`config.mk`:
```
export PLATFORM = sky130hd
export DESIGN_NAME = keypad_scan
export DESIGN_NICKNAME = d
export VERILOG_FILES = /design/src/rtl/keypad_pkg.sv /design/src/rtl/keypad_col_sync.sv /design/src/rtl/keypad_scan.sv
export SDC_FILE = /design/constraint.sdc
export NUM_CORES = 1
export LEC_CHECK = 0
export CORE_MARGIN = 1
export CORE_UTILIZATION = 50
export DETAILED_ROUTE_END_ITERATION = 8
export PLACE_DENSITY = 0.69
export SLEW_MARGIN = 30
export SYNTH_ARGS = -nofsm -noshare
export SYNTH_HDL_FRONTEND = slang
export SYNTH_HIERARCHICAL = 1
export SYNTH_SLANG_ARGS = --single-unit
```
`constraint.sdc`:
```
create_clock -name clk -period 7.3 [get_ports clk]
set_input_delay 1.825 -clock clk [delete_from_list [all_inputs] [get_ports clk]]
set_output_delay 1.825 -clock clk [all_outputs]
set_load 0.02 [all_outputs]
```
`src/rtl/keypad_pkg.sv`:
```
// keypad_pkg: shared types and helpers for the keypad front end.
//   state_e   - scan/debounce FSM states
//   KEY_STAR  - code for '*', KEY_HASH - code for '#'
//   keymap    - (row, active-low column pattern) -> key code
//   one_low   - true when exactly one column of a pattern is low
package keypad_pkg;

  typedef enum logic [1:0] {
    SCAN     = 2'd0,
    DEBOUNCE = 2'd1,
    HOLD     = 2'd2,
    RELEASE  = 2'd3
  } state_e;

  localparam logic [3:0] KEY_STAR = 4'hA;
  localparam logic [3:0] KEY_HASH = 4'hB;

  // Rows 0..2 carry digits 1..9; row 3 is '*', '0', '#'.
  function automatic logic [3:0] keymap(input logic [1:0] row, input logic [2:0] col_n);
    logic [1:0] col;
    col = (!col_n[0]) ? 2'd0 : ((!col_n[1]) ? 2'd1 : 2'd2);
    if (row == 2'd3) begin
      case (col)
        2'd0:    return KEY_STAR;
        2'd1:    return 4'd0;
        default: return KEY_HASH;
      endcase
    end
    return 4'(row) * 4'd3 + 4'(col) + 4'd1;
  endfunction

  function automatic logic one_low(input logic [2:0] col_n);
    return (col_n == 3'b110) || (col_n == 3'b101) || (col_n == 3'b011);
  endfunction

endpackage

```
`src/rtl/keypad_col_sync.sv`:
```
// keypad_col_sync: two-flop synchroniser for the asynchronous column returns.
//   clk, rst  - clock, asynchronous active-high reset
//   col_in    - raw active-low column inputs
//   col_sync  - synchronised columns; idle (all-high) out of reset
module keypad_col_sync (
  input  logic       clk,
  input  logic       rst,
  input  logic [2:0] col_in,
  output logic [2:0] col_sync
);

  logic [2:0] meta_q, meta_d;
  logic [2:0] sync_q, sync_d;

  always_comb begin
    meta_d = col_in;
    sync_d = meta_q;
  end

  always_ff @(posedge clk or posedge rst) begin
    if (rst) begin
      meta_q <= 3'b111;
      sync_q <= 3'b111;
    end else begin
      meta_q <= meta_d;
      sync_q <= sync_d;
    end
  end

  assign col_sync = sync_q;

endmodule

```
`src/rtl/keypad_scan.sv`:
```
// keypad_scan: 4x3 matrix keypad scanner with debounce and one-cycle key pulses.
//   clk, rst     - 1 kHz clock, asynchronous active-high reset
//   key_col      - active-low column returns (asynchronous)
//   key_row      - one-hot active-low row drive
//   digit        - last accepted key code (0-9, 'A' = '*', 'B' = '#')
//   digit_valid  - pulse: new digit accepted
//   set_pulse    - pulse: '*' accepted
//   clr_pulse    - pulse: '#' accepted
//   key_busy     - high whenever the FSM is outside SCAN
// Optional: define KEYPAD_REPEAT_EN for digit auto-repeat while held.
module keypad_scan
  import keypad_pkg::*;
#(
  parameter int unsigned ROW_DWELL    = 4,
  parameter int unsigned DEBOUNCE_MS  = 20,
  parameter int unsigned REPEAT_DELAY = 500,
  parameter int unsigned REPEAT_RATE  = 200
) (
  input  logic       clk,
  input  logic       rst,
  input  logic [2:0] key_col,
  output logic [3:0] key_row,
  output logic [3:0] digit,
  output logic       digit_valid,
  output logic       set_pulse,
  output logic       clr_pulse,
  output logic       key_busy
);

  localparam int unsigned MAX_DR  = (DEBOUNCE_MS > REPEAT_DELAY) ? DEBOUNCE_MS : REPEAT_DELAY;
  localparam int unsigned CNT_MAX = (MAX_DR > REPEAT_RATE) ? MAX_DR : REPEAT_RATE;
  localparam int unsigned CNT_W   = $clog2(CNT_MAX + 1);
  localparam int unsigned DWELL_W = $clog2(ROW_DWELL);

  localparam logic [DWELL_W-1:0] DWELL_LAST = DWELL_W'(ROW_DWELL - 1);
  localparam logic [CNT_W-1:0]   DEB_LAST   = CNT_W'(DEBOUNCE_MS - 1);

  logic [2:0] cs;

  keypad_col_sync u_sync (
    .clk      (clk),
    .rst      (rst),
    .col_in   (key_col),
    .col_sync (cs)
  );

  state_e             state_q, state_d;
  logic [1:0]         row_q, row_d;
  logic [DWELL_W-1:0] dwell_q, dwell_d;
  logic [CNT_W-1:0]   cnt_q, cnt_d;
  logic [2:0]         cap_q, cap_d;
  logic [3:0]         digit_q, digit_d;
  logic [3:0]         key_row_q, key_row_d;
  logic               dv_q, dv_d;
  logic               set_q, set_d;
  logic               clr_q, clr_d;
  logic               busy_q, busy_d;
  logic [3:0]         code_c;

`ifdef KEYPAD_REPEAT_EN
  localparam logic [CNT_W-1:0] REP_FIRST = CNT_W'(REPEAT_DELAY - 1);
  localparam logic [CNT_W-1:0] REP_NEXT  = CNT_W'(REPEAT_RATE - 1);
  // Set after the first repeat so later repeats use the shorter period.
  logic rep_armed_q, rep_armed_d;
`endif

  assign code_c = keymap(row_q, cap_q);

  // Next-state and registered-output logic.
  always_comb begin
    state_d = state_q;
    row_d   = row_q;
    dwell_d = dwell_q;
    cnt_d   = cnt_q;
    cap_d   = cap_q;
    digit_d = digit_q;
    dv_d    = 1'b0;
    set_d   = 1'b0;
    clr_d   = 1'b0;
`ifdef KEYPAD_REPEAT_EN
    rep_armed_d = rep_armed_q;
`endif

    case (state_q)
      SCAN: begin
        if (dwell_q == DWELL_LAST) begin
          if (one_low(cs)) begin
            // Row stays frozen so the same key keeps driving its column.
            cap_d   = cs;
            cnt_d   = '0;
            state_d = DEBOUNCE;
          end else begin
            row_d   = row_q + 2'd1;
            dwell_d = '0;
          end
        end else begin
          dwell_d = dwell_q + DWELL_W'(1);
        end
      end

      DEBOUNCE: begin
        if (cs != cap_q) begin
          state_d = SCAN;
          row_d   = 2'd0;
          dwell_d = '0;
        end else if (cnt_q == DEB_LAST) begin
          state_d = HOLD;
          cnt_d   = '0;
          digit_d = code_c;
          if (code_c == KEY_STAR)      set_d = 1'b1;
          else if (code_c == KEY_HASH) clr_d = 1'b1;
          else                         dv_d  = 1'b1;
`ifdef KEYPAD_REPEAT_EN
          rep_armed_d = 1'b0;
`endif
        end else begin
          cnt_d = cnt_q + CNT_W'(1);
        end
      end

      HOLD: begin
        if (cs == 3'b111) begin
          state_d = RELEASE;
          cnt_d   = '0;
        end else begin
`ifdef KEYPAD_REPEAT_EN
          if (digit_q < 4'd10) begin
            if ((!rep_armed_q && cnt_q == REP_FIRST) || (rep_armed_q && cnt_q == REP_NEXT)) begin
              dv_d        = 1'b1;
              cnt_d       = '0;
              rep_armed_d = 1'b1;
            end else begin
              cnt_d = cnt_q + CNT_W'(1);
            end
          end
`endif
        end
      end

      RELEASE: begin
        if (cs != 3'b111) begin
          state_d = HOLD;
          cnt_d   = '0;
`ifdef KEYPAD_REPEAT_EN
          rep_armed_d = 1'b0;
`endif
        end else if (cnt_q == DEB_LAST) begin
          state_d = SCAN;
          row_d   = 2'd0;
          dwell_d = '0;
        end else begin
          cnt_d = cnt_q + CNT_W'(1);
        end
      end

      default: state_d = SCAN;
    endcase

    key_row_d = ~(4'b0001 << row_d);
    busy_d    = (state_d != SCAN);
  end

  always_ff @(posedge clk or posedge rst) begin
    if (rst) begin
      state_q   <= SCAN;
      row_q     <= 2'd0;
      dwell_q   <= '0;
      cnt_q     <= '0;
      cap_q     <= 3'b111;
      digit_q   <= 4'd0;
      key_row_q <= 4'b1110;
      dv_q      <= 1'b0;
      set_q     <= 1'b0;
      clr_q     <= 1'b0;
      busy_q    <= 1'b0;
    end else begin
      state_q   <= state_d;
      row_q     <= row_d;
      dwell_q   <= dwell_d;
      cnt_q     <= cnt_d;
      cap_q     <= cap_d;
      digit_q   <= digit_d;
      key_row_q <= key_row_d;
      dv_q      <= dv_d;
      set_q     <= set_d;
      clr_q     <= clr_d;
      busy_q    <= busy_d;
    end
  end

`ifdef KEYPAD_REPEAT_EN
  always_ff @(posedge clk or posedge rst) begin
    if (rst) rep_armed_q <= 1'b0;
    else     rep_armed_q <= rep_armed_d;
  end
`endif

  assign key_row     = key_row_q;
  assign digit       = digit_q;
  assign digit_valid = dv_q;
  assign set_pulse   = set_q;
  assign clr_pulse   = clr_q;
  assign key_busy    = busy_q;

endmodule

```
# ---- Yosys cells after proc, flatten, opt, wreduce, memory -nomap -nowiden
# Index checks and enable logic that the tools add are counted.
dict set report totals {
  regBits 36
  output_inout_bits 12
}
dict set report op_classes {
  n_addsub 5
  n_mul 1
  n_eq_ne 24
  shifts 1
  n_mux 48
  n_bitwise 2
  reduce_logical 10
}
# cell count
set ops {}
lappend ops {{9-bit 2-to-1 mux} 7}
lappend ops {{2-bit 2-to-1 mux} 19}
lappend ops {{9-bit one-hot mux with 4 select lines} 1}
lappend ops {{1-bit 2-to-1 mux} 15}
lappend ops {{2-bit inequality test, second input constant} 7}
lappend ops {{2-bit one-hot mux with 3 select lines} 2}
lappend ops {{5-bit AND reduction} 2}
lappend ops {{9-bit by 1-bit adder with 9-bit output, second input constant} 1}
lappend ops {{3-bit equality test, second input constant} 3}
lappend ops {{9-bit by 5-bit equality test with 1-bit output, second input constant} 1}
lappend ops {{3-bit inequality test, second input constant} 3}
lappend ops {{2-bit equality test, second input constant} 4}
lappend ops {{4-bit equality test, second input constant} 2}
lappend ops {{4-bit 2-to-1 mux} 2}
lappend ops {{2-bit one-hot mux with 4 select lines} 1}
lappend ops {{4-bit one-hot mux with 2 select lines} 1}
lappend ops {{3-bit AND reduction} 2}
lappend ops {{2-bit by 1-bit adder with 2-bit output, second input constant} 2}
lappend ops {{4-bit by 1-bit adder with 4-bit output, second input constant} 1}
lappend ops {{4-bit by 2-bit adder with 4-bit output} 1}
lappend ops {{2-bit by 1-bit equality test with 1-bit output, second input constant} 2}
lappend ops {{2-bit logical NOT} 2}
lappend ops {{2-bit by 2-bit multiplier with 4-bit output, second input constant} 1}
lappend ops {{4-bit inverter} 1}
lappend ops {{7 further kinds} 8}

# ---- Logic depth before layout (Yosys ltp)
dict set report logic_depth {
  word_depth 12
  mapped_depth 10
  mapped_depth_nobuf 10
}

# ---- Hierarchy
# The synthesis kept the hierarchy.
# mod instances cells_each area_each_um2 seq_area_each_um2
set by_module_without_submodules {}
lappend by_module_without_submodules {keypad_scan 1 172 1757.9 758.2}
lappend by_module_without_submodules {keypad_col_sync 1 7 161.4 157.7}

# ---- Worst setup path before layout
# No wires, ideal clock.
dict set report synth_path {
  path_kind {register to output}
  from {reg key_row_q[1] (netlist: key_row[1])}
  to {out key_row[1]}
  t_arrival_ns 0.554
  slack_ns 4.921
  stages_incl_launch_ff 1
  cell_sequence {dfstp_2}
}
# element line
set synth_rtl {}
lappend synth_rtl {{start, declared} keypad_scan.sv:53} ;# logic [3:0] key_row_q, key_row_d;
lappend synth_rtl {{start signal, assigned} keypad_scan.sv:183} ;# key_row_q <= key_row_d;
lappend synth_rtl {{end, declared} keypad_scan.sv:22} ;# output logic [3:0] key_row,
# No word-level cell between the ends.

# ---- Final worst setup path
dict set report layout_path {
  from {reg key_row_q[3] (netlist: key_row[3])}
  to {out key_row[3]}
}
# No word-level cell between the ends.

==> summary.txt <==
Die width: 63.96 um
Routed WL per cell: 14.59 um
Worst path top cell family by delay: buffers and inverters
Worst EP required: 5.48 ns
Critical-path cell list: clkdlybuf4s50_1
Row cnt: 22
Sequential fraction of the synthesis area: 0.4772
Htree depth: 2
Max_cap viols: 0
Hold Buf Count CTS: 0
Outcome: complete, no violations
DR vias/cell: 5.839
Final min period: 3.228 ns
Reg area: 915.9 um^2
Crit end category: output pin
Detail Placement HPWL: 2.630 mm
Total number of vias: 1448
Mapped Cells: 179
Root Driver: clkbuf_8
Setup_tns: 0 ns
RSZ-0062 raised after global routing: false
Initial DRC Count: 63
Total wire length: 3.618 mm
DR DRC count: 0
Post-synth design cell area: 1919 um^2
Vias in the first global route: 1487
Place WS: 4.387 ns
Asr flop ratio synth: 1.000
Data arrival, critical path: 1.40 ns
CTS tree: yes
Crit share post-route: 0.4421
Overall Global Routing Usage: 0.2156
Yosys warns: 6
Initial DRT Pass Iterations: 4
Final nets: 212
Num CTS Buffers: 5
Worst hold path type: reg2reg
Design Area, Final: 2217 um^2
Initial Util: 0.5243
# resized after CTS: 0
Ant diodes: 0
Prevailing post-synth register cell: dfrtp_1
Maximum vdd drop: 279.9 uV
Layout cells sized above 1: 0.2000
Pleak: 0.9384 nW
Kind of critical path: reg2out
GRT Residual Overflow: 0
Max Fclk: 309.8 MHz
Synth unique cells: 55
Most common cell after layout, fill and taps aside: dfrtp_1
Placed cell area: 2127 um^2
Crit Path Max Fanout: 1
Crit-path max cell delay: 0.59 ns
Fillers: 319
Overall power: 0.7354 mW
Clock Path Buffers: 2
Clock-pin transition on the worst setup and hold timing paths: 0.07 ns
Syn Nets: 192
Die ar.: 4090 um^2
Slew HR: 0.5768
Clock sink total: 36
Worst-Skew Late Latency: 0.29 ns
Io pins: 17
Worst slew pin tran: 0.6348 ns
# Post-CTS Setup Buffers: 0
GPL Wtd Cong: 0.7585
EDFF count, synth: 0
Fin. Hold Viols: 0
Core Box Area: 3661 um^2
Crit start category: flip-flop
Count of buffer and inverter cells on the critical path: 1
First-pass GRT wire length: 6.603 mm
Final slew viol count: 0
Largest net degree at the start of global routing: 31
Pwr/cell area: 331.7 nW/um^2
Area of the multi-input gates: 927.1 um^2
IO buf count: 16
Die H: 63.96 um
Initial antenna violation count: 0
Detail Route Antenna Nets: 0
Commonest cells after routing, fill and taps aside: dfrtp_1, clkdlybuf4s50_1, inv_1
Flops & latches, synth: 36
Final Setup Violations: 0
Syn_area_per_cell: 10.72 um^2
Setup ws final: 4.072 ns
Final Skew: 0.005679 ns
Crit-path slowest cell: clkdlybuf4s50_1
Area grow syn2layout: 15.52%
## per-layer routing
metal | vias up | GRT usage | wire, um
met5 | - | 0 | 0
met4 | 0 | 0.1307 | 91
met3 | 8 | 0.05893 | 175
met2 | 40 | 0.3431 | 1794
met1 | 711 | 0.2590 | 1557
li1 | 689 | - | -
## Yosys cell counts (all sizes together), types with 2 or more instances
library cell | number | area, um^2
and2 | 2 | 12.51
or4b | 2 | 27.53
buf | 3 | 16.26
inv | 15 | 56.30
a32oi | 2 | 17.52
nor3 | 6 | 30.03
o21ai | 15 | 78.82
nand4 | 2 | 12.51
dfstp | 12 | 315.3
xnor2 | 2 | 17.52
nor2 | 12 | 47.55
or2 | 3 | 21.27
a21oi | 3 | 15.01
a2bb2oi | 2 | 17.52
a21o | 2 | 15.01
nand3 | 7 | 35.03
fa | 2 | 40.04
or4 | 2 | 15.01
xor2 | 3 | 26.28
a21boi | 2 | 15.01
o22a | 2 | 17.52
nor3b | 2 | 20.02
mux2 | 6 | 71.31
dfrtp | 24 | 600.6
ha | 6 | 75.07
a211oi | 2 | 15.01
o211ai | 4 | 30.03
nor4 | 5 | 58.80
nand2 | 14 | 52.55
## registers in the layout, summed over array words and instances, names as in the netlist
name	cells
key_busy	1
u_sync/col_sync	3
set_pulse	1
key_row	4
u_sync/meta_q	3
row_q	2
clr_pulse	1
digit	4
dwell_q	2
cnt_q	9
state_q	2
cap_q	3
digit_valid	1
## area by class of cell
class                   count  share of cell area
flip-flops and latches     36              0.4131
repair buffers             17             0.07562
well taps                  48             0.02709
clock buffers               8             0.04063
multi-input cells         124              0.4182
inverters                  15             0.02539
## power by group
group          internal [mW]  switching [mW]  leakage, nW
clock                 0.0769          0.0680       0.0455
combinational          0.140           0.167        0.441
sequential             0.248          0.0359        0.452
## per-stage QoR
| stage | utilization | std cells | hold slack [ns] |
|---|---|---|---|
| after CTS | 0.6056 | 248 | 0.3582 |
| after global routing | 0.6056 | 248 | 0.3592 |
| after detailed placement | 0.5810 | 240 | 0.3475 |
| final | 0.6056 | 248 | 0.3557 |
| after global placement | 0.5810 | 240 | 0.3468 |
| after floorplan | - | 179 | 0.3452 |
## logic make-up (layout without fill, tap and decap cells)
group	after synthesis	in the layout	synth area share
xor gates and xnor gates	5	5	0.02282
AOI/OAI and AO/OA	44	44	0.1734
and+or+nand+nor	60	60	0.1845
DFF	36	36	0.4772
muxes	7	7	0.04237
buffers and inverters	19	40	0.03976
adders and majority gates	8	8	0.05997
## final timing paths
| check | start | end | slack, ns | depth (start not counted) |
|---|---|---|---|---|
| setup / recovery | key_row[3] | key_row[3] | 4.07 | 1 |
| hold / removal | u_sync/meta_q[2] | u_sync/col_sync[2] | 0.36 | 0 |
| setup reg to reg | cap_q[1] | digit[3] | 4.79 | 7 |
| hold reg to reg | u_sync/meta_q[2] | u_sync/col_sync[2] | 0.36 | 0 |
| max in group asynchronous | rst | key_row[1] | 5.05 | 3 |
| min in group asynchronous | rst | dwell_q[0] | 1.93 | 3 |
(Power assumes the default switching activity.)
